## src/rtl/vgachargen_pkg.sv

```systemverilog
// Shared types and constants for the APB bridge into the text-mode VGA generator
// memories (character map, colour map, font table).
package vgachargen_pkg;

  localparam int unsigned DATA_W  = 32;
  localparam int unsigned STRB_W  = DATA_W / 8;
  localparam int unsigned PADDR_W = 14;
  localparam int unsigned MEM_AW  = 10;

  // 80x30 bytes packed four per word; 256 glyphs x 16 rows of 8 bits
  localparam int unsigned CH_MAP_WORDS_DEF  = 600;
  localparam int unsigned COL_MAP_WORDS_DEF = 600;
  localparam int unsigned CH_T_WORDS_DEF    = 1024;

  localparam logic [PADDR_W-1:0] CH_MAP_BASE  = 14'h0000;
  localparam logic [PADDR_W-1:0] COL_MAP_BASE = 14'h1000;
  localparam logic [PADDR_W-1:0] CH_T_BASE    = 14'h2000;

  typedef enum logic [1:0] {
    CH_MAP  = 2'd0,
    COL_MAP = 2'd1,
    CH_T    = 2'd2,
    NONE    = 2'd3
  } region_e;

  typedef enum logic {
    ST_IDLE    = 1'b0,
    ST_RD_WAIT = 1'b1
  } apb_state_e;

  // One-hot write-enable vector, bit order {ch_t, col_map, ch_map}
  function automatic logic [2:0] region_onehot(input region_e r);
    logic [2:0] oh;
    oh = 3'b000;
    case (r)
      CH_MAP:  oh = 3'b001;
      COL_MAP: oh = 3'b010;
      CH_T:    oh = 3'b100;
      default: oh = 3'b000;
    endcase
    return oh;
  endfunction

endpackage

```

## src/rtl/vgachargen_apb_decode.sv

```systemverilog
// Address decoder: splits an APB byte address into target region and word offset
// and flags addresses outside the populated part of each region.
module vgachargen_apb_decode
  import vgachargen_pkg::*;
#(
  parameter int unsigned CH_MAP_WORDS  = CH_MAP_WORDS_DEF,
  parameter int unsigned COL_MAP_WORDS = COL_MAP_WORDS_DEF,
  parameter int unsigned CH_T_WORDS    = CH_T_WORDS_DEF
) (
  input  logic [PADDR_W-1:0] paddr_i,
  output region_e            region_o,
  output logic [MEM_AW-1:0]  offset_o,
  output logic               legal_o
);

  // Byte lane bits carry no information for word accesses
  logic [1:0] unused_byte_lane;
  assign unused_byte_lane = paddr_i[1:0];

  assign offset_o = paddr_i[11:2];

  always_comb begin
    region_o = NONE;
    legal_o  = 1'b0;
    if (paddr_i[13:12] == CH_MAP_BASE[13:12]) begin
      region_o = CH_MAP;
      legal_o  = 32'(offset_o) < CH_MAP_WORDS;
    end else if (paddr_i[13:12] == COL_MAP_BASE[13:12]) begin
      region_o = COL_MAP;
      legal_o  = 32'(offset_o) < COL_MAP_WORDS;
    end else if (paddr_i[13:12] == CH_T_BASE[13:12]) begin
      region_o = CH_T;
      legal_o  = 32'(offset_o) < CH_T_WORDS;
    end
  end

endmodule

```

## src/rtl/vgachargen_apb_if.sv

```systemverilog
// APB4 completer in front of the VGA generator memories: zero-wait writes,
// one-wait reads to absorb the synchronous memory latency.
//
// state      | meaning
// ST_IDLE    | waiting for / serving an ACCESS cycle (writes and errors finish here)
// ST_RD_WAIT | memory read data valid, completing the read
module vgachargen_apb_if
  import vgachargen_pkg::*;
#(
  parameter int unsigned CH_MAP_WORDS  = CH_MAP_WORDS_DEF,
  parameter int unsigned COL_MAP_WORDS = COL_MAP_WORDS_DEF,
  parameter int unsigned CH_T_WORDS    = CH_T_WORDS_DEF
) (
  input  logic                clk_i,
  input  logic                rst_ni,

  input  logic                psel_i,
  input  logic                penable_i,
  input  logic                pwrite_i,
  input  logic [PADDR_W-1:0]  paddr_i,
  input  logic [DATA_W-1:0]   pwdata_i,
  input  logic [STRB_W-1:0]   pstrb_i,
  output logic [DATA_W-1:0]   prdata_o,
  output logic                pready_o,
  output logic                pslverr_o,

  output logic [MEM_AW-1:0]   ch_map_addr_o,
  output logic [DATA_W-1:0]   ch_map_wdata_o,
  output logic [STRB_W-1:0]   ch_map_be_o,
  output logic                ch_map_wen_o,
  input  logic [DATA_W-1:0]   ch_map_rdata_i,

  output logic [MEM_AW-1:0]   col_map_addr_o,
  output logic [DATA_W-1:0]   col_map_wdata_o,
  output logic [STRB_W-1:0]   col_map_be_o,
  output logic                col_map_wen_o,
  input  logic [DATA_W-1:0]   col_map_rdata_i,

  output logic [MEM_AW-1:0]   ch_t_addr_o,
  output logic [DATA_W-1:0]   ch_t_wdata_o,
  output logic [STRB_W-1:0]   ch_t_be_o,
  output logic                ch_t_wen_o,
  input  logic [DATA_W-1:0]   ch_t_rdata_i
);

  apb_state_e          state_q, state_d;
  region_e             region_q, region_d;
  region_e             dec_region;
  logic [MEM_AW-1:0]   dec_offset;
  logic                dec_legal;
  logic                access;
  logic [2:0]          wen;
  logic [DATA_W-1:0]   rdata_sel;

  logic [MEM_AW-1:0]   mem_addr_q;
  logic [DATA_W-1:0]   mem_wdata_q;
  logic [STRB_W-1:0]   mem_be_q;

  vgachargen_apb_decode #(
    .CH_MAP_WORDS  (CH_MAP_WORDS),
    .COL_MAP_WORDS (COL_MAP_WORDS),
    .CH_T_WORDS    (CH_T_WORDS)
  ) u_decode (
    .paddr_i  (paddr_i),
    .region_o (dec_region),
    .offset_o (dec_offset),
    .legal_o  (dec_legal)
  );

  // Reset also masks the combinational responses so nothing leaks while held in reset
  assign access = rst_ni & psel_i & penable_i;

  always_ff @(posedge clk_i or negedge rst_ni) begin
    if (!rst_ni) begin
      state_q  <= ST_IDLE;
      region_q <= CH_MAP;
    end else begin
      state_q  <= state_d;
      region_q <= region_d;
    end
  end

  // Captured during SETUP so address/data are already stable at the memories in ACCESS
  always_ff @(posedge clk_i or negedge rst_ni) begin
    if (!rst_ni) begin
      mem_addr_q  <= '0;
      mem_wdata_q <= '0;
      mem_be_q    <= '0;
    end else if (psel_i) begin
      mem_addr_q  <= dec_offset;
      mem_wdata_q <= pwdata_i;
      mem_be_q    <= pstrb_i;
    end
  end

  always_comb begin
    rdata_sel = '0;
    case (region_q)
      CH_MAP:  rdata_sel = ch_map_rdata_i;
      COL_MAP: rdata_sel = col_map_rdata_i;
      CH_T:    rdata_sel = ch_t_rdata_i;
      default: rdata_sel = '0;
    endcase
  end

  always_comb begin
    state_d   = state_q;
    region_d  = region_q;
    pready_o  = 1'b0;
    pslverr_o = 1'b0;
    prdata_o  = '0;
    wen       = 3'b000;
    case (state_q)
      ST_IDLE: begin
        if (access) begin
          if (!dec_legal) begin
            pready_o  = 1'b1;
            pslverr_o = 1'b1;
          end else if (pwrite_i) begin
            pready_o = 1'b1;
            if (|pstrb_i) wen = region_onehot(dec_region);
          end else begin
            state_d  = ST_RD_WAIT;
            region_d = dec_region;
          end
        end
      end
      ST_RD_WAIT: begin
        state_d = ST_IDLE;
        // A master that drops psel here gets no response at all
        if (rst_ni & psel_i) begin
          pready_o = 1'b1;
          prdata_o = rdata_sel;
        end
      end
      default: state_d = ST_IDLE;
    endcase
  end

  assign ch_map_wen_o    = wen[0];
  assign col_map_wen_o   = wen[1];
  assign ch_t_wen_o      = wen[2];

  assign ch_map_addr_o   = mem_addr_q;
  assign col_map_addr_o  = mem_addr_q;
  assign ch_t_addr_o     = mem_addr_q;

  assign ch_map_wdata_o  = mem_wdata_q;
  assign col_map_wdata_o = mem_wdata_q;
  assign ch_t_wdata_o    = mem_wdata_q;

  assign ch_map_be_o     = mem_be_q;
  assign col_map_be_o    = mem_be_q;
  assign ch_t_be_o       = mem_be_q;

endmodule

```

## config.mk

```make
export PLATFORM = sky130hd
export DESIGN_NAME = vgachargen_apb_if
export DESIGN_NICKNAME = d
export VERILOG_FILES = /design/src/rtl/vgachargen_pkg.sv /design/src/rtl/vgachargen_apb_decode.sv /design/src/rtl/vgachargen_apb_if.sv
export SDC_FILE = /design/constraint.sdc
export NUM_CORES = 1
export LEC_CHECK = 0
export BUFFER_PORTS_ARGS = -buffer_cell sky130_fd_sc_hd__buf_4
export CAP_MARGIN = 20
export CORE_AREA = 2 2 125 127
export DETAILED_ROUTE_END_ITERATION = 8
export DIE_AREA = 0 0 127 129
export PLACE_DENSITY_LB_ADDON = 0.2
export SYNTH_ARGS = -nofsm -noshare
export SYNTH_HDL_FRONTEND = slang
export SYNTH_SLANG_ARGS = --single-unit
export TNS_END_PERCENT = 20
```

## constraint.sdc

```tcl
create_clock -name clk_i -period 1.5 [get_ports clk_i]
set_input_delay 0 -clock clk_i [delete_from_list [all_inputs] [get_ports clk_i]]
set_output_delay 0 -clock clk_i [all_outputs]
set_load 0.02 [all_outputs]
```

==> flow_metrics.tcl <==
set metrics [dict create \
    run_status "finished, violations left" \
    violations "setup timing" \
    clockRootBuffer "sky130_fd_sc_hd__clkbuf_16" \
    grtUsageMet3_pct 2.62 \
    post_synth_instance_area_um2 3430 \
    worstHoldPathType "input port to async pin" \
    max_cap_viol_count 0 \
    yosysSeqAreaShare_pct 35.8 \
    die-width_um 127 \
    vias_per_cell 4.18 \
    path_common_cell "sky130_fd_sc_hd__buf_4" \
    first_global_vias 3411 \
    cts_sinks 49 \
    path_max_fanout 32 \
    post_cts_clock_slew_at_the_launch_and_capture_registers_of_the_worst_setup_and_hold_paths_ns 0.07 \
    antenna_cells_inserted 0 \
    finish.instance_area_um2 6170 \
    grt_setup_unrepaired "true" \
    die_area_um2 16400 \
    maximum_number_of_pins_on_one_net_before_global_route_repair 47 \
    worst_setup_path_start_kind "flip-flop" \
    core-area_um2 15000 \
    routedWlPerCell_um 14.0 \
    detail_route.wirelength_um 11600 \
    critPathMaxStageDelay_ns 0.45 \
    synthToLayoutAreaGrowth_pct 80.2 \
    worst_path_max_delay_cell "sky130_fd_sc_hd__dfrtp_2" \
    synth_edf_count 0 \
    cts_inserted_buffers 5 \
    ys_ff_latch 49 \
    grt_util_met2_pct 25.4 \
    synth_largest_area_cell "sky130_fd_sc_hd__dfrtp_1" \
    place.port_buffers 323 \
    post-route-period-util_pct 106 \
    htree_levels 2 \
    fin_worst_skew_ns 0.000674 \
    ant_nets 0 \
    worst_ep_required_time_ns 1.50 \
    grt_util_all_layers_pct 13.1 \
    leakage_power_total_nw 3.08 \
    antenna_found_initial 0 \
    netlist-cell-type-count 22 \
    largest_buffer_count_on_any_clock_path 2 \
    num_rows 45 \
    power_per_cell_area_nw_per_um2 893 \
    critPathArrivalTime_ns 1.58 \
    placed_cells_incl_taps 766 \
    dpl.hpwl_um 9100 \
    post_layout_nonfiller_instances 829 \
    pre_cts_worst_setup_slack_ns 0.0389 \
    timing.critical_path.cells "buf_4, nor2b_4, buf_12, a21oi_1, nor2_1, buf_4" \
    initial_utilization_pct 22.9 \
    syn_avg_cell_area_um2 9.55 \
    clock_insertion_delay_worst_skew_ns 0.29 \
    grt_most_used_layer "met2" \
    maximum_clock_frequency_mhz 631 \
    synth_ff_type "sky130_fd_sc_hd__dfrtp_1" \
    routabilityCongestion 0.744 \
    cts_tree "yes" \
    drt_pre_antenna_iters 4 \
    layout.cells.most_common_list "sky130_fd_sc_hd__buf_4 (327), sky130_fd_sc_hd__nor2_1 (67), sky130_fd_sc_hd__dlygate4sd3_1 (50), sky130_fd_sc_hd__mux2_2 (47), sky130_fd_sc_hd__dfrtp_1 (47)" \
    async_flop_share_pct 100 \
    timing_hold_violations_final 0 \
    timing.max_slew.rel_slack_pct 61.5 \
    synth_top_area_share_pct 35.8 \
    crit_path_category "flip-flop to output pin" \
    timing_max_transition_violations_final 0 \
    synthesis.nets 510 \
    num_io_pins 326 \
    synthTopCellsByArea "sky130_fd_sc_hd__dfrtp_1 (36%), sky130_fd_sc_hd__buf_4 (21%), sky130_fd_sc_hd__mux2_2 (16%)" \
    layout_commonest_cell "sky130_fd_sc_hd__buf_4" \
    synth-warning-count 0 \
    drtIter0Drc 139 \
    number_of_nets_in_the_layout 791 \
    final.setup.worst_slack_ns -0.0840 \
    grt_use_met1_pct 14.7 \
    total_power_mw 5.52 \
    floorplan.die.height_um 129 \
    setup_viol 37 \
    fin_crit_ns 1.58 \
    drc 0 \
    synthesis.instances 359 \
    placement_cell_area_um2 5400 \
    post_route_cells_drive_above_1_share_pct 63.5 \
    grt-ovfl-total 0 \
    route.vias.total 3467 \
    vdd.ir_drop.worst_v 0.000415 \
    actual_transition_at_the_worst_max_transition_pin_ns 0.577 \
    timing.critical_path.to_type "output pin" \
    grt_pass1_wl_um 17300 \
]
## through the flow
step	util (%)	hold WS [ns]	TNS, ns
6_report	41.2	0.117	-2.17
5_1_grt	41.2	0.117	-5.41
4_1_cts	41.1	0.100	-3.14
3_5_place_dp	36.0	-0.186	0
3_3_place_gp	36.0	-0.189	0
2_1_floorplan	-	-0.296	0
## area by class of cell
class / count / area, um2
multi-input cells: 198 / 1460
clock buffers: 5 / 125
flip-flops and latches: 49 / 1230
clock inverters: 3 / 43.8
fillers: 1479 / 8800
well taps: 188 / 235
repair buffers: 386 / 3090
## cell usage after synthesis (2+ instances only)
cell,number
sky130_fd_sc_hd__a21oi_1,33
sky130_fd_sc_hd__nor2_1,68
sky130_fd_sc_hd__buf_2,9
sky130_fd_sc_hd__mux2i_1,32
sky130_fd_sc_hd__clkbuf_1,7
sky130_fd_sc_hd__buf_4,96
sky130_fd_sc_hd__nand2_1,3
sky130_fd_sc_hd__o21ai_1,2
sky130_fd_sc_hd__dfrtp_1,49
sky130_fd_sc_hd__mux2_2,48
## state kept, by name, summed over array words and instances (netlist names)
name            cells
ch_map_be_o         4
ch_map_wdata_o     32
state_q             1
ch_map_addr_o      10
region_q            2
## metal layers
metal  routed length [um]  up-vias
li1                     -     1673
met1                 4380     1589
met2                 6110      196
met3                  933        9
met4                  142        0
met5                    0        -
## worst max-delay path: cells and delay by family, from the launching register on
kind	cells	cell delay, ns
buf+inv	3	0.51
compound gates	1	0.09
flops	1	0.45
simple gates	2	0.23
## logic make-up after synthesis
family          after synthesis  share of synthesized area [%]
buf+inv                     112                           23.1
mux                          80                           25.1
flops                        49                           35.8
simple gates                 80                           10.2
compound gates               38                           5.84
## timing repair
item | in CTS | in global routing
hold buffers | 50 | 0
pin swaps | 1 | 1
hold endpoints to repair | 98 | 0
buffers inserted | 4 | 1
gates resized for setup | 10 | 11
gates cloned | 1 | 0
endpoints found under the setup margin | 35 | 37
## worst paths after layout
path | slack [ns] | cells past startpoint | start | end
max | -0.08 | 6 | region_q[1] | prdata_o[19]
min | 0.12 | 2 | rst_ni | region_q[0]
max reg2reg | -0.05 | 5 | state_q | region_q[0]
min reg2reg | 0.56 | 1 | ch_map_addr_o[3] | ch_map_addr_o[3]
max in group asynchronous | 0.54 | 3 | rst_ni | ch_map_wdata_o[1]
min in group clk_i | 0.14 | 4 | paddr_i[12] | state_q
## report_power, final
| group | leakage, nW | total [mW] | switching (mW) | internal, mW |
|---|---|---|---|---|
| Clock | 0.0842 | 1.27 | 0.481 | 0.789 |
| Combinational | 2.42 | 2.60 | 1.28 | 1.32 |
| Sequential | 0.574 | 1.64 | 0.179 | 1.46 |
| Total | 3.08 | 5.52 | 1.94 | 3.57 |
No activity file was read; power rests on OpenSTA's default activity.
